===== src/rtl/mem_stage.sv =====
// mem_stage -- RV32I memory-access pipeline stage.
//
// Takes the EX/MEM pipeline register, issues a single held request to a
// memory port for loads/stores, stalls the pipeline while the access is in
// flight, and produces the MEM/WB pipeline register.
//
// Ports:
//   clk, Rst            single clock, synchronous active-high reset
//   dbg                 debug freeze: no new request, no MEM_WB update
//   EX_MEM_*            incoming pipeline register (address/result, store
//                       data, memread/memwrite, funct3, rd, regwrite)
//   mem_req/we/addr/    memory request, held stable until mem_ack
//   mem_wdata/mem_be
//   mem_rdata/mem_ack   load data and one-cycle completion strobe
//   mem_hold            stall to all pipeline stages (combinational)
//   mem_fault           one-cycle pulse: illegal access or timeout
//   MEM_WB_*            registered result, extended load data, controls
//
// mem_stage_lane is the per-byte-lane store steering slice (data + enable).

module mem_stage_lane #(
  parameter int LANE  = 0,
  parameter int VEC_W = 8
) (
  input  logic [1:0]       size,      // funct3[1:0]: 0 byte, 1 half, 2 word
  input  logic [1:0]       off,       // byte offset within the word
  input  logic [VEC_W-1:0] byte_src,  // store byte 0 (byte replication)
  input  logic [VEC_W-1:0] half_src,  // store half byte for this lane parity
  input  logic [VEC_W-1:0] word_src,  // store byte at this lane position
  output logic [VEC_W-1:0] wbyte,
  output logic             be
);
  localparam logic [1:0] LN = 2'(LANE);

  always_comb begin
    case (size)
      2'b00: begin
        wbyte = byte_src;
        be    = (off == LN);
      end
      2'b01: begin
        wbyte = half_src;
        be    = (off[1] == LN[1]);
      end
      default: begin
        wbyte = word_src;
        be    = 1'b1;
      end
    endcase
  end
endmodule

module mem_stage #(
  parameter int TIMEOUT_CYC = 255
) (
  input  logic        clk,
  input  logic        Rst,
  input  logic        dbg,
  input  logic [31:0] EX_MEM_alures,
  input  logic [31:0] EX_MEM_wdata,
  input  logic        EX_MEM_memread,
  input  logic        EX_MEM_memwrite,
  input  logic [2:0]  EX_MEM_funct3,
  input  logic [4:0]  EX_MEM_rd,
  input  logic        EX_MEM_regwrite,
  output logic        mem_req,
  output logic        mem_we,
  output logic [31:0] mem_addr,
  output logic [31:0] mem_wdata,
  output logic [3:0]  mem_be,
  input  logic [31:0] mem_rdata,
  input  logic        mem_ack,
  output logic        mem_hold,
  output logic        mem_fault,
  output logic [31:0] MEM_WB_alures,
  output logic [31:0] MEM_WB_memres,
  output logic        MEM_WB_memread,
  output logic [4:0]  MEM_WB_rd,
  output logic        MEM_WB_regwrite
);
  localparam int NUM_LANES = 4;
  localparam int VEC_W     = 8;
  // last BUSY cycle index before the access is abandoned
  localparam logic [7:0] TMO_LAST = 8'(TIMEOUT_CYC - 1);

  typedef enum logic [1:0] {IDLE, BUSY, DONE} state_t;
  state_t state, state_nxt;

  logic [7:0]  cnt;
  logic [1:0]  off_q;
  logic [2:0]  f3_q;
  logic [31:0] buf_res;
  logic        buf_kill;

  // ---------------- request decode ----------------
  logic acc, legal, size_ok, align_ok, tmo;

  always_comb begin
    acc = EX_MEM_memread | EX_MEM_memwrite;
    case (EX_MEM_funct3)
      3'b000, 3'b001, 3'b010: size_ok = 1'b1;
      3'b100, 3'b101:         size_ok = ~EX_MEM_memwrite;  // unsigned forms are load-only
      default:                size_ok = 1'b0;
    endcase
    case (EX_MEM_funct3[1:0])
      2'b01:   align_ok = ~EX_MEM_alures[0];
      2'b10:   align_ok = (EX_MEM_alures[1:0] == 2'b00);
      default: align_ok = 1'b1;
    endcase
    legal = size_ok & align_ok & ~(EX_MEM_memread & EX_MEM_memwrite);
  end

  assign tmo = (cnt == TMO_LAST);

  // ---------------- store lane steering ----------------
  logic [NUM_LANES-1:0][VEC_W-1:0] st_lane;
  logic [NUM_LANES-1:0]            st_be;

  for (genvar i = 0; i < NUM_LANES; i++) begin : g_lane
    mem_stage_lane #(.LANE(i), .VEC_W(VEC_W)) u_lane (
      .size     (EX_MEM_funct3[1:0]),
      .off      (EX_MEM_alures[1:0]),
      .byte_src (EX_MEM_wdata[VEC_W-1:0]),
      .half_src (EX_MEM_wdata[VEC_W*(i%2) +: VEC_W]),
      .word_src (EX_MEM_wdata[VEC_W*i +: VEC_W]),
      .wbyte    (st_lane[i]),
      .be       (st_be[i])
    );
  end

  // ---------------- load extension ----------------
  logic [7:0]  ld_b;
  logic [15:0] ld_h;
  logic [31:0] ld_ext;

  always_comb begin
    ld_b = mem_rdata[{off_q, 3'b000} +: 8];
    ld_h = mem_rdata[{off_q[1], 4'b0000} +: 16];
    case (f3_q)
      3'b000:  ld_ext = {{24{ld_b[7]}}, ld_b};
      3'b100:  ld_ext = {24'd0, ld_b};
      3'b001:  ld_ext = {{16{ld_h[15]}}, ld_h};
      3'b101:  ld_ext = {16'd0, ld_h};
      default: ld_ext = mem_rdata;
    endcase
    if (mem_we) ld_ext = '0;  // stores carry no load result
  end

  // ---------------- control ----------------
  logic        issue, fault_nxt, wb_en, wb_kill, buf_en;
  logic [31:0] wb_res;

  always_comb begin
    state_nxt = state;
    mem_hold  = 1'b0;
    issue     = 1'b0;
    fault_nxt = 1'b0;
    wb_en     = 1'b0;
    wb_kill   = 1'b0;
    wb_res    = '0;
    buf_en    = 1'b0;
    case (state)
      IDLE: begin
        if (!dbg) begin
          if (!acc) begin
            wb_en = 1'b1;
          end else if (legal) begin
            issue     = 1'b1;
            mem_hold  = 1'b1;
            state_nxt = BUSY;
          end else begin
            wb_en     = 1'b1;
            wb_kill   = 1'b1;
            fault_nxt = 1'b1;
          end
        end
      end
      BUSY: begin
        if (mem_ack || tmo) begin
          // ack wins over a coincident timeout
          fault_nxt = ~mem_ack;
          if (dbg) begin
            // completion parked until the freeze lifts; keep the pipe held
            buf_en    = 1'b1;
            mem_hold  = 1'b1;
            state_nxt = DONE;
          end else begin
            // release the stall so the finished (or aborted) op retires
            wb_en     = 1'b1;
            wb_kill   = ~mem_ack;
            wb_res    = mem_ack ? ld_ext : '0;
            state_nxt = IDLE;
          end
        end else begin
          mem_hold = 1'b1;
        end
      end
      DONE: begin
        if (dbg) begin
          mem_hold = 1'b1;
        end else begin
          wb_en     = 1'b1;
          wb_kill   = buf_kill;
          wb_res    = buf_res;
          state_nxt = IDLE;
        end
      end
      default: state_nxt = IDLE;
    endcase
    if (Rst) mem_hold = 1'b0;
  end

  assign mem_req = (state == BUSY);

  always_ff @(posedge clk) begin
    if (Rst) begin
      state           <= IDLE;
      cnt             <= '0;
      mem_fault       <= 1'b0;
      mem_we          <= 1'b0;
      mem_addr        <= '0;
      mem_wdata       <= '0;
      mem_be          <= '0;
      off_q           <= '0;
      f3_q            <= '0;
      buf_res         <= '0;
      buf_kill        <= 1'b0;
      MEM_WB_alures   <= '0;
      MEM_WB_memres   <= '0;
      MEM_WB_memread  <= 1'b0;
      MEM_WB_rd       <= '0;
      MEM_WB_regwrite <= 1'b0;
    end else begin
      state     <= state_nxt;
      mem_fault <= fault_nxt;
      if (issue) begin
        cnt       <= '0;
        mem_we    <= EX_MEM_memwrite;
        mem_addr  <= {EX_MEM_alures[31:2], 2'b00};
        mem_wdata <= EX_MEM_memwrite ? st_lane : '0;
        mem_be    <= EX_MEM_memwrite ? st_be : '0;
        off_q     <= EX_MEM_alures[1:0];
        f3_q      <= EX_MEM_funct3;
      end else if (state == BUSY) begin
        cnt <= cnt + 8'd1;
      end
      if (buf_en) begin
        buf_res  <= mem_ack ? ld_ext : '0;
        buf_kill <= ~mem_ack;
      end
      if (wb_en) begin
        MEM_WB_alures   <= EX_MEM_alures;
        MEM_WB_memres   <= wb_res;
        MEM_WB_memread  <= EX_MEM_memread & ~wb_kill;
        MEM_WB_rd       <= EX_MEM_rd;
        MEM_WB_regwrite <= EX_MEM_regwrite & ~wb_kill;
      end
    end
  end
endmodule

===== config.mk =====
export PLATFORM = sky130hd
export DESIGN_NAME = mem_stage
export DESIGN_NICKNAME = d
export VERILOG_FILES = /design/src/rtl/mem_stage.sv
export SDC_FILE = /design/constraint.sdc
export NUM_CORES = 1
export LEC_CHECK = 0
export ABC_AREA = 0
export ABC_CLOCK_PERIOD_IN_PS = 6700
export CAP_MARGIN = 20
export CORE_MARGIN = 3
export CORE_UTILIZATION = 53
export CTS_BUF_LIST = sky130_fd_sc_hd__clkbuf_8
export DETAILED_ROUTE_END_ITERATION = 7
export GPL_TIMING_DRIVEN = 0
export PLACE_DENSITY = 0.95
export SLEW_MARGIN = 20
export SYNTH_ARGS = -nofsm -noshare
export SYNTH_HDL_FRONTEND = slang
export SYNTH_SLANG_ARGS = --single-unit

===== constraint.sdc =====
create_clock -name clk -period 6.7 [get_ports clk]
set_clock_uncertainty 0.2 [all_clocks]
set_input_delay 2.01 -clock clk [delete_from_list [all_inputs] [get_ports clk]]
set_output_delay 2.01 -clock clk [all_outputs]
set_load 0.05 [all_outputs]

==> results of run 1 <==
## layout by cell type (no fill, tap or decap), types with 11 or more instances in the layout
master,n
nor3_1,11
nor2b_1,13
nand2_1,57
o2111ai_1,11
o2bb2ai_1,33
nor2_1,62
inv_1,22
a21oi_1,87
nand3_1,59
o2bb2ai_2,20
mux2i_1,52
clkbuf_8,17
a22o_1,18
clkbuf_1,48
buf_2,14
a22oi_1,25
nand2b_1,23
clkdlybuf4s50_1,249
dfxtp_1,187
o21ai_0,48
## through the flow
step	hold WS [ps]	setup slack, ps	cell area (sq um)	power (mW)
after CTS	257	17.6	11500	2.64
after global routing	275	57.6	11500	2.74
final	258	226	11500	2.65
after floorplan	232	458	8380	1.66
after global placement	237	-509	11100	1.91
after detailed placement	244	-545	11100	1.93
## layer usage
| metal | GRT usage [%] | vias to the layer above | share of wire, % |
|---|---|---|---|
| met2 | 52.8 | 524 | 48 |
| met5 | 0 | - | 0 |
| met1 | 37.4 | 4014 | 38 |
| met3 | 9.88 | 98 | 9.8 |
| met4 | 15.9 | 0 | 4.2 |
| li1 | - | 3879 | - |
## timing repair
item / 4_1_cts / 5_1_grt
setup endpoints to repair: 1 / 1
gates resized for setup: 5 / 3
buffers inserted: 0 / 1
hold buffers: 0 / 0
cloned: 0 / 0
## critical path, stage by stage
cell	delay, ps
clkdlybuf4s50_1	460
inv_1	110
ha_1	140
buf_2	160
o21bai_1	100
a221o_1	360
a211oi_4	280
buf_6	140
nor2_1	40
a211oi_2	220
buf_4	240
## state kept, by name (all words and copies together), names as in the netlist
register	cells
MEM_WB_alures	32
MEM_WB_memres	32
buf_res	32
mem_wdata	32
mem_addr	30
cnt	8
MEM_WB_rd	5
mem_be	4
f3_q	3
off_q	2
state	2
MEM_WB_memread	1
MEM_WB_regwrite	1
buf_kill	1
mem_fault	1
mem_we	1
## area by class of cell
class | instances | area, sq um
timing repair buffer | 251 | 2510
inverter | 20 | 75.1
buffer | 81 | 385
sequential | 187 | 3740
fill | 1074 | 3780
tap | 211 | 264
clock inverter | 15 | 141
multi-input combinational | 623 | 4180
clock buffer | 17 | 234
## cell families (layout without fill, tap and decap cells)
kind of cell	Yosys count	count (layout)	share of synthesized area, %
compound gates	302	302	26.5
xor+xnor	8	8	0.837
fa+ha+maj	9	9	1.35
buf+inv	101	384	5.50
flops	187	187	44.7
mux	56	56	7.03
other cells	1	2	0.0448
simple gates	246	246	14.0
## power groups by stage
stage	registers (mW)	clock network (mW)	logic (mW)
after global placement	1.22	0	0.690
after detailed placement	1.22	0	0.705
after CTS	1.20	0.737	0.710
after global routing	1.20	0.776	0.762
final	1.20	0.734	0.722
after floorplan	1.36	0	0.298
## cells in the mapped netlist, types with 3 or more instances
cell	n	area, sq um
buf_2	14	70.1
clkbuf_1	48	180
nand2b_1	23	144
ha_1	9	113
nand3_1	59	295
inv_1	19	71.3
o311ai_1	5	43.8
nand4_1	8	50.1
mux2i_1	52	521
buf_1	9	33.8
a2111oi_0	5	43.8
buf_6	7	78.8
xor2_1	5	43.8
o21bai_1	3	22.5
o2bb2ai_1	33	289
nor4_1	4	25.0
a31oi_1	4	25.0
xnor2_1	3	26.3
a21oi_1	87	435
nor3_1	11	55.1
o21ai_0	48	240
a21o_1	3	22.5
a211oi_1	7	52.6
o2bb2ai_2	20	300
a32oi_1	3	26.3
nor2_1	62	233
a22o_1	18	158
o21a_1	3	22.5
dfxtp_1	187	3740
buf_4	3	22.5
a22oi_1	25	188
nor2b_1	13	81.3
o211ai_1	3	22.5
o22ai_1	7	43.8
nand2_1	57	214
o2111ai_1	11	96.3
## worst paths after layout
path | from | endpoint | slack [ps]
hold reg to reg | buf_res[26] | buf_res[26] | 260
hold / removal | buf_res[26] | buf_res[26] | 260
setup reg to reg | state[1] | MEM_WB_memres[12] | 3690
setup / recovery | EX_MEM_funct3[1] | mem_hold | 230
==> impl_summary.txt, run 1 <==
----------------------------------------------------
[Outcome]
  Status ... finished clean

[Worst setup path]
  Crit Path Max Fanout ... 6
  Critical setup path kind ... in2out
  Arrival time at the worst endpoint ... 4260 ps
  CP required ... 4490 ps
  Endpoint class of the critical path ... output pin
  Setup crit start kind ... primary input
  Reg2reg path depth ... 8

[Floorplan]
  Die outline height ... 132 microns
  Initial cell density of the core ... 54.7%
  Count of standard-cell rows ... 45
  Ports ... 254
  Floorplan core area ... 0.0153 sq mm
  Die extent in x ... 132 microns
  Die Outline Area ... 0.0173 sq mm

[Min path]
  Worst Hold Class ... reg2reg
  WHS Path Cells ... 2

[Route]
  Number of antenna-violating nets in the routed design ... 0
  Sum of routed wire length over all layers ... 28,500 microns
  Post-route DRC violation count ... 0
  DR vias/cell ... 6.06
  Number of search-and-repair iterations in the first detailed-routing pass ... 6
  DRC violation total after the first TritonRoute iteration ... 862
  Via count of the routed design ... 8,515
  Wire length per cell after detailed routing ... 20.3 microns

[Finish]
  Post-synthesis to final-layout area growth ... 37.8%
  Post-layout utilization of the core ... 75.3%
  ANT cells ... 0
  Count of placed standard cells in the final layout, fillers left out ... 1,405
  Nets ... 1,301
  Share of final-layout standard cells stronger than drive strength 1 ... 7.71%

[GRT]
  Initial antenna violation count ... 0
  Total global routing overflow ... 0
  Via count of the first global-routing pass ... 8,378
  Aggregate global-route resource usage ... 31.9%
  Wire length of the first global-routing pass ... 44,700 microns
  Pin count of the biggest net entering global routing ... 18

[Timing]
  Setup tns final ... 0 ps
  Post-route minimum period ... 6470 ps
  Max-slew violation count ... 0
  Worst-case headroom to the max-slew limit ... 27.5%
  Final Hold Vio Count ... 0
  Post-route clock period utilization ... 96.6%
  F_max ... 154 MHz
  Actual slew at the worst max-slew pin ... 1080 ps
  # setup viols final ... 0
  RSZ-0062 raised after global routing ... false

[CTS]
  Longest Clk Path Bufs ... 2
  CTS tree ... yes
  Maximum level of the CTS H-tree ... 4
  Clock buffers created by TritonCTS ... 17
  Number of clock sinks ... 187
  Clock slew at reported path FFs ... 90 ps
  Clock root buffer master ... clkbuf_8
  Clock Latency Late Sink ... 460 ps

[Synth]
  Number of synthesized register bits ... 187
  Dominant register cell in the synthesized netlist ... dfxtp_1
  Count of flip-flops with a built-in enable after synthesis ... 0
  Synth Warn # ... 0
  Unique masters post-synth ... 60
  Summed instance area of the synthesized netlist ... 0.00837 sq mm
  Post-Synthesis Cells ... 910
  Share of flip-flops with an asynchronous set or reset ... 0%
  Post-synthesis sequential area ratio ... 44.7%
  Per-instance average area after synthesis ... 9.20 sq um

[Placement]
  Detailed placer's ending HPWL ... 21,400 microns
  GPL Wtd Cong ... 0.966
  Placed cell count ... 1,372
  Port bufs ... 250

[Pwr]
  P_leak ... 3.88 nW
  Internal Dissipation ... 1.72 mW
  Switching power summed over all nets ... 0.934 mW
  Clock power frac ... 27.7%
  Combinational share of power ... 27.2%
  Fraction of power spent switching nets ... 35.2%
  Max VDD drop ... 0.159 mV
  Cell Pwr Density ... 230 mW/mm^2
  Part of the total power dissipated in sequential elements ... 45.1%

[Job]
  Number of maximum-capacitance violations ... 0

----------------------------------------------------
No activity file was read; power rests on OpenSTA's default activity.
==> inputs of run 2 (changes only) <==
ABC_CLOCK_PERIOD_IN_PS = unset   (was 6700)
==> results of run 2 <==
No change in the layout: final DEF, timing and power equal those of run 1.
==> inputs of run 3 (changes only) <==
SYNTH_HIERARCHICAL = 1   (was unset)
==> impl_summary.txt, run 3 <==
----------------------------------------------------
[Worst setup path]
  Worst setup slack for register-to-register paths ... 3890 ps (+200 ps)
  Endpoint class of the critical path ... output pin
  Arrival time at the worst endpoint ... 4240 ps (-20 ps)
  Reg2reg path depth ... 7 (-1)
  Capture point of the critical path ... mem_hold
  Launch instance of the worst register-to-register path ... cnt[0]
  CP required ... 4490 ps (about the same)
  Launch point of the worst path ... EX_MEM_funct3[0]
  End of the worst register-to-register path ... MEM_WB_memres[0]
  Crit Path Max Fanout ... 10 (+4)
  Setup crit start kind ... primary input
  Critical setup path kind ... in2out

[Route]
  Wire length per cell after detailed routing ... 19.9 microns (-1.9%)
  Sum of routed wire length over all layers ... 30,300 microns (+6.0%)
  Via count of the routed design ... 9,209 (+8.2%)
  Number of search-and-repair iterations in the first detailed-routing pass ... 8 (+2)
  DR vias/cell ... 6.06 (about the same)
  Post-route DRC violation count ... 0 (unchanged)
  DRC violation total after the first TritonRoute iteration ... 1,074 (+25%)
  Number of antenna-violating nets in the routed design ... 0 (unchanged)

[Pwr]
  Internal Dissipation ... 1.60 mW (-6.9%)
  Cell Pwr Density ... 200 mW/mm^2 (-13%)
  Power after layout ... 2.37 mW (-11%)
  Switching power summed over all nets ... 0.769 mW (-18%)
  Combinational share of power ... 21.2% (-6.0 points)
  Part of the total power dissipated in sequential elements ... 49.0% (+3.9 points)
  Clock power frac ... 29.9% (+2.2 points)
  Fraction of power spent switching nets ... 32.5% (-2.7 points)
  P_leak ... 4.29 nW (+11%)
  Max VDD drop ... 0.124 mV (-22%)

[Synth]
  Post-synthesis sequential area ratio ... 43.0% (-1.7 points)
  Cell types with the highest counts after synthesis ... 187 x dfxtp_1, 158 x nand2_1, 108 x a21oi_1
  Dominant register cell in the synthesized netlist ... dfxtp_1
  Unique masters post-synth ... 73 (+22%)
  Post-Synth Simple-Gate Area ... 16.6% (+2.6 points)
  Synth Warn # ... 6 (+6)
  Post-Synthesis Cells ... 1,019 (+12%)
  Adder-cell share of the synthesized area ... 1.26% (-0.081 points)
  Yosys top cell area share ... 43.0% (-1.7 points)
  Compound-gate portion of the synthesized area ... 27.8% (+1.3 points)
  Share of flip-flops with an asynchronous set or reset ... 0% (unchanged)
  Count of flip-flops with a built-in enable after synthesis ... 0 (unchanged)
  Synth area leaders ... dfxtp_1 43%, nand2_1 6.8%, a21oi_1 6.2%, o21ai_0 4.1%, a22o_1 3.8%
  Most common cell in the netlist ... dfxtp_1
  Per-instance average area after synthesis ... 8.55 sq um (-7.1%)
  Largest family of logic cells by synthesized area ... compound AO/OA/AOI/OAI gates
  Multiplexer fraction of the synthesized cell area ... 4.58% (-2.4 points)
  Number of synthesized register bits ... 187 (unchanged)
  Summed instance area of the synthesized netlist ... 0.00871 sq mm (+4.1%)
  Cell type with the highest aggregate area in the netlist ... dfxtp_1
  Xor and xnor fraction of the mapped netlist area ... 0.804% (-0.033 points)

[CTS]
  Clock buffers created by TritonCTS ... 17 (unchanged)
  Clock root buffer master ... clkbuf_8
  CTS tree ... yes
  Clock Latency Late Sink ... 470 ps (about the same)
  Count of hold-fix buffers inserted at cts ... 0 (unchanged)
  Longest Clk Path Bufs ... 2 (unchanged)
  Maximum level of the CTS H-tree ... 4 (unchanged)
  Clock slew at reported path FFs ... 100 ps (about the same)
  Number of clock sinks ... 187 (unchanged)

[Floorplan]
  Initial cell density of the core ... 54.4% (-0.22 points)
  Count of standard-cell rows ... 46 (+2.2%)
  Floorplan core area ... 0.0160 sq mm (+4.5%)
  Die Outline Area ... 0.0180 sq mm (+3.9%)
  Ports ... 254 (unchanged)
  Die outline height ... 134 microns (+1.9%)
  Die extent in x ... 134 microns (+1.9%)

[GRT]
  Aggregate global-route resource usage ... 32.4% (+0.48 points)
  Via count of the first global-routing pass ... 8,786 (+4.9%)
  Pin count of the biggest net entering global routing ... 38 (+20)
  Wire length of the first global-routing pass ... 46,700 microns (+4.5%)
  Initial antenna violation count ... 0 (unchanged)
  Total global routing overflow ... 0 (unchanged)

[Timing]
  F_max ... 155 MHz (+0.32%)
  Max-slew violation count ... 0 (unchanged)
  Final Hold Vio Count ... 0 (unchanged)
  Post-route minimum period ... 6450 ps (-20.8 ps)
  RSZ-0062 raised after global routing ... false
  Setup tns final ... 0 ps (unchanged)
  Hold slack final ... 260 ps (+2.19 ps)
  Actual slew at the worst max-slew pin ... 813 ps (-265 ps)
  Post-route clock period utilization ... 96.3% (-0.31 points)
  Worst-case headroom to the max-slew limit ... 45.1% (+18 points)
  # setup viols final ... 0 (unchanged)

[Outcome]
  Status ... finished clean

[Placement]
  GPL Wtd Cong ... 0.947 (-2.0%)
  Port bufs ... 250 (unchanged)
  Detailed placer's ending HPWL ... 22,500 microns (+5.4%)
  Placed cell count ... 1,486 (+8.3%)

[Finish]
  ANT cells ... 0 (unchanged)
  Count of placed standard cells in the final layout, fillers left out ... 1,519 (+8.1%)
  Layout filler cell count ... 1,224 (+14%)
  Leading cell type in the layout, fill and taps excluded ... clkdlybuf4s50_1
  Share of final-layout standard cells stronger than drive strength 1 ... 8.21% (+0.51 points)
  Nets ... 1,409 (+8.3%)
  Post-synthesis to final-layout area growth ... 36.0%
  Leading cell types in the layout, fill and taps excluded ... 245 x clkdlybuf4s50_1, 187 x dfxtp_1, 158 x nand2_1, 108 x a21oi_1, 71 x o21ai_0
  Post-layout utilization of the core ... 74.0% (-1.3 points)

[Min path]
  Worst Hold Class ... reg2reg
  Worst min-delay path startpoint ... buf_res[11]

[Job]
  Number of maximum-capacitance violations ... 0 (unchanged)

----------------------------------------------------
[run 3: cell types whose count changed after synthesis, sizes merged, moves of 21 or more]
cell / change
a22oi: -24
o2bb2ai: -35
o21ai: +61
nand2: +103
nor2: -22
a21oi: +21
[run 3: logic make-up (layout without fill, tap and decap cells)]
kind of cell | after synthesis | after routing
AOI/OAI and AO/OA | 364 | 364
and+or+nand+nor | 309 | 309
DFF | 187 | 187
buffers and inverters | 103 | 386
muxes | 38 | 38
adders and majority gates | 9 | 9
xor gates and xnor gates | 8 | 8
other | 1 | 2
[run 3: final cells by class]
| class | count | area (sq um) | share of cell area (%) |
|---|---|---|---|
| flip-flops and latches | 187 | 3740 | 31.6 |
| clock inverters | 14 | 109 | 0.919 |
| multi-input cells | 730 | 4460 | 37.6 |
| inverters | 17 | 63.8 | 0.539 |
| repair buffers | 251 | 2500 | 21.1 |
| plain buffers | 86 | 455 | 3.84 |
| well taps | 216 | 270 | 2.28 |
| clock buffers | 18 | 248 | 2.09 |
[run 3: routing by layer]
layer	up-vias	GRT usage, %	part of all wire [%]	wire length [microns]
li1	4252	-	-	-
met1	4310	40.4	40	12000
met2	551	52.7	47	14100
met3	96	8.70	9.7	2950
met4	0	14.2	3.9	1180
met5	-	0	0	0
[run 3: critical path, cell delays in order]
cell and delay, ps:
dlygate4sd2_1 370, inv_1 110, ha_1 160, nor3b_1 230
o311a_1 230, and4_1 220, buf_2 260, nor2_1 100
a211oi_2 300, buf_4 250
[run 3: timing repair]
action / CTS / global route
endpoints found under the setup margin: 1 / 1
pin swaps: 0 / 1
gates resized for setup: 11 / 1
setup buffers: 0 / 1
[run 3: worst min-delay path by stage]
stage                   end  slack (ps)  cells after the start
5_1_grt        mem_addr[11]         280                      2
2_1_floorplan   buf_res[16]         230                      2
6_report        buf_res[11]         260                      2
4_1_cts         buf_res[12]         260                      2
3_5_place_dp    buf_res[28]         240                      2
3_3_place_gp    buf_res[22]         230                      2
[run 3: power groups by stage]
stage	combinational, mW	sequential [mW]	clock, mW
floorplan	0.180	1.28	0
global placement	0.481	1.18	0
detailed placement	0.490	1.19	0
CTS	0.493	1.16	0.712
global route	0.527	1.16	0.748
finish	0.501	1.16	0.708
[run 3: metrics by stage]
step | cell area [sq um] | setup slack [ps]
finish | 11800 | 247
CTS | 11800 | 29.1
global route | 11800 | 20.7
floorplan | 8710 | 135
global placement | 11500 | -1560
detailed placement | 11500 | -857
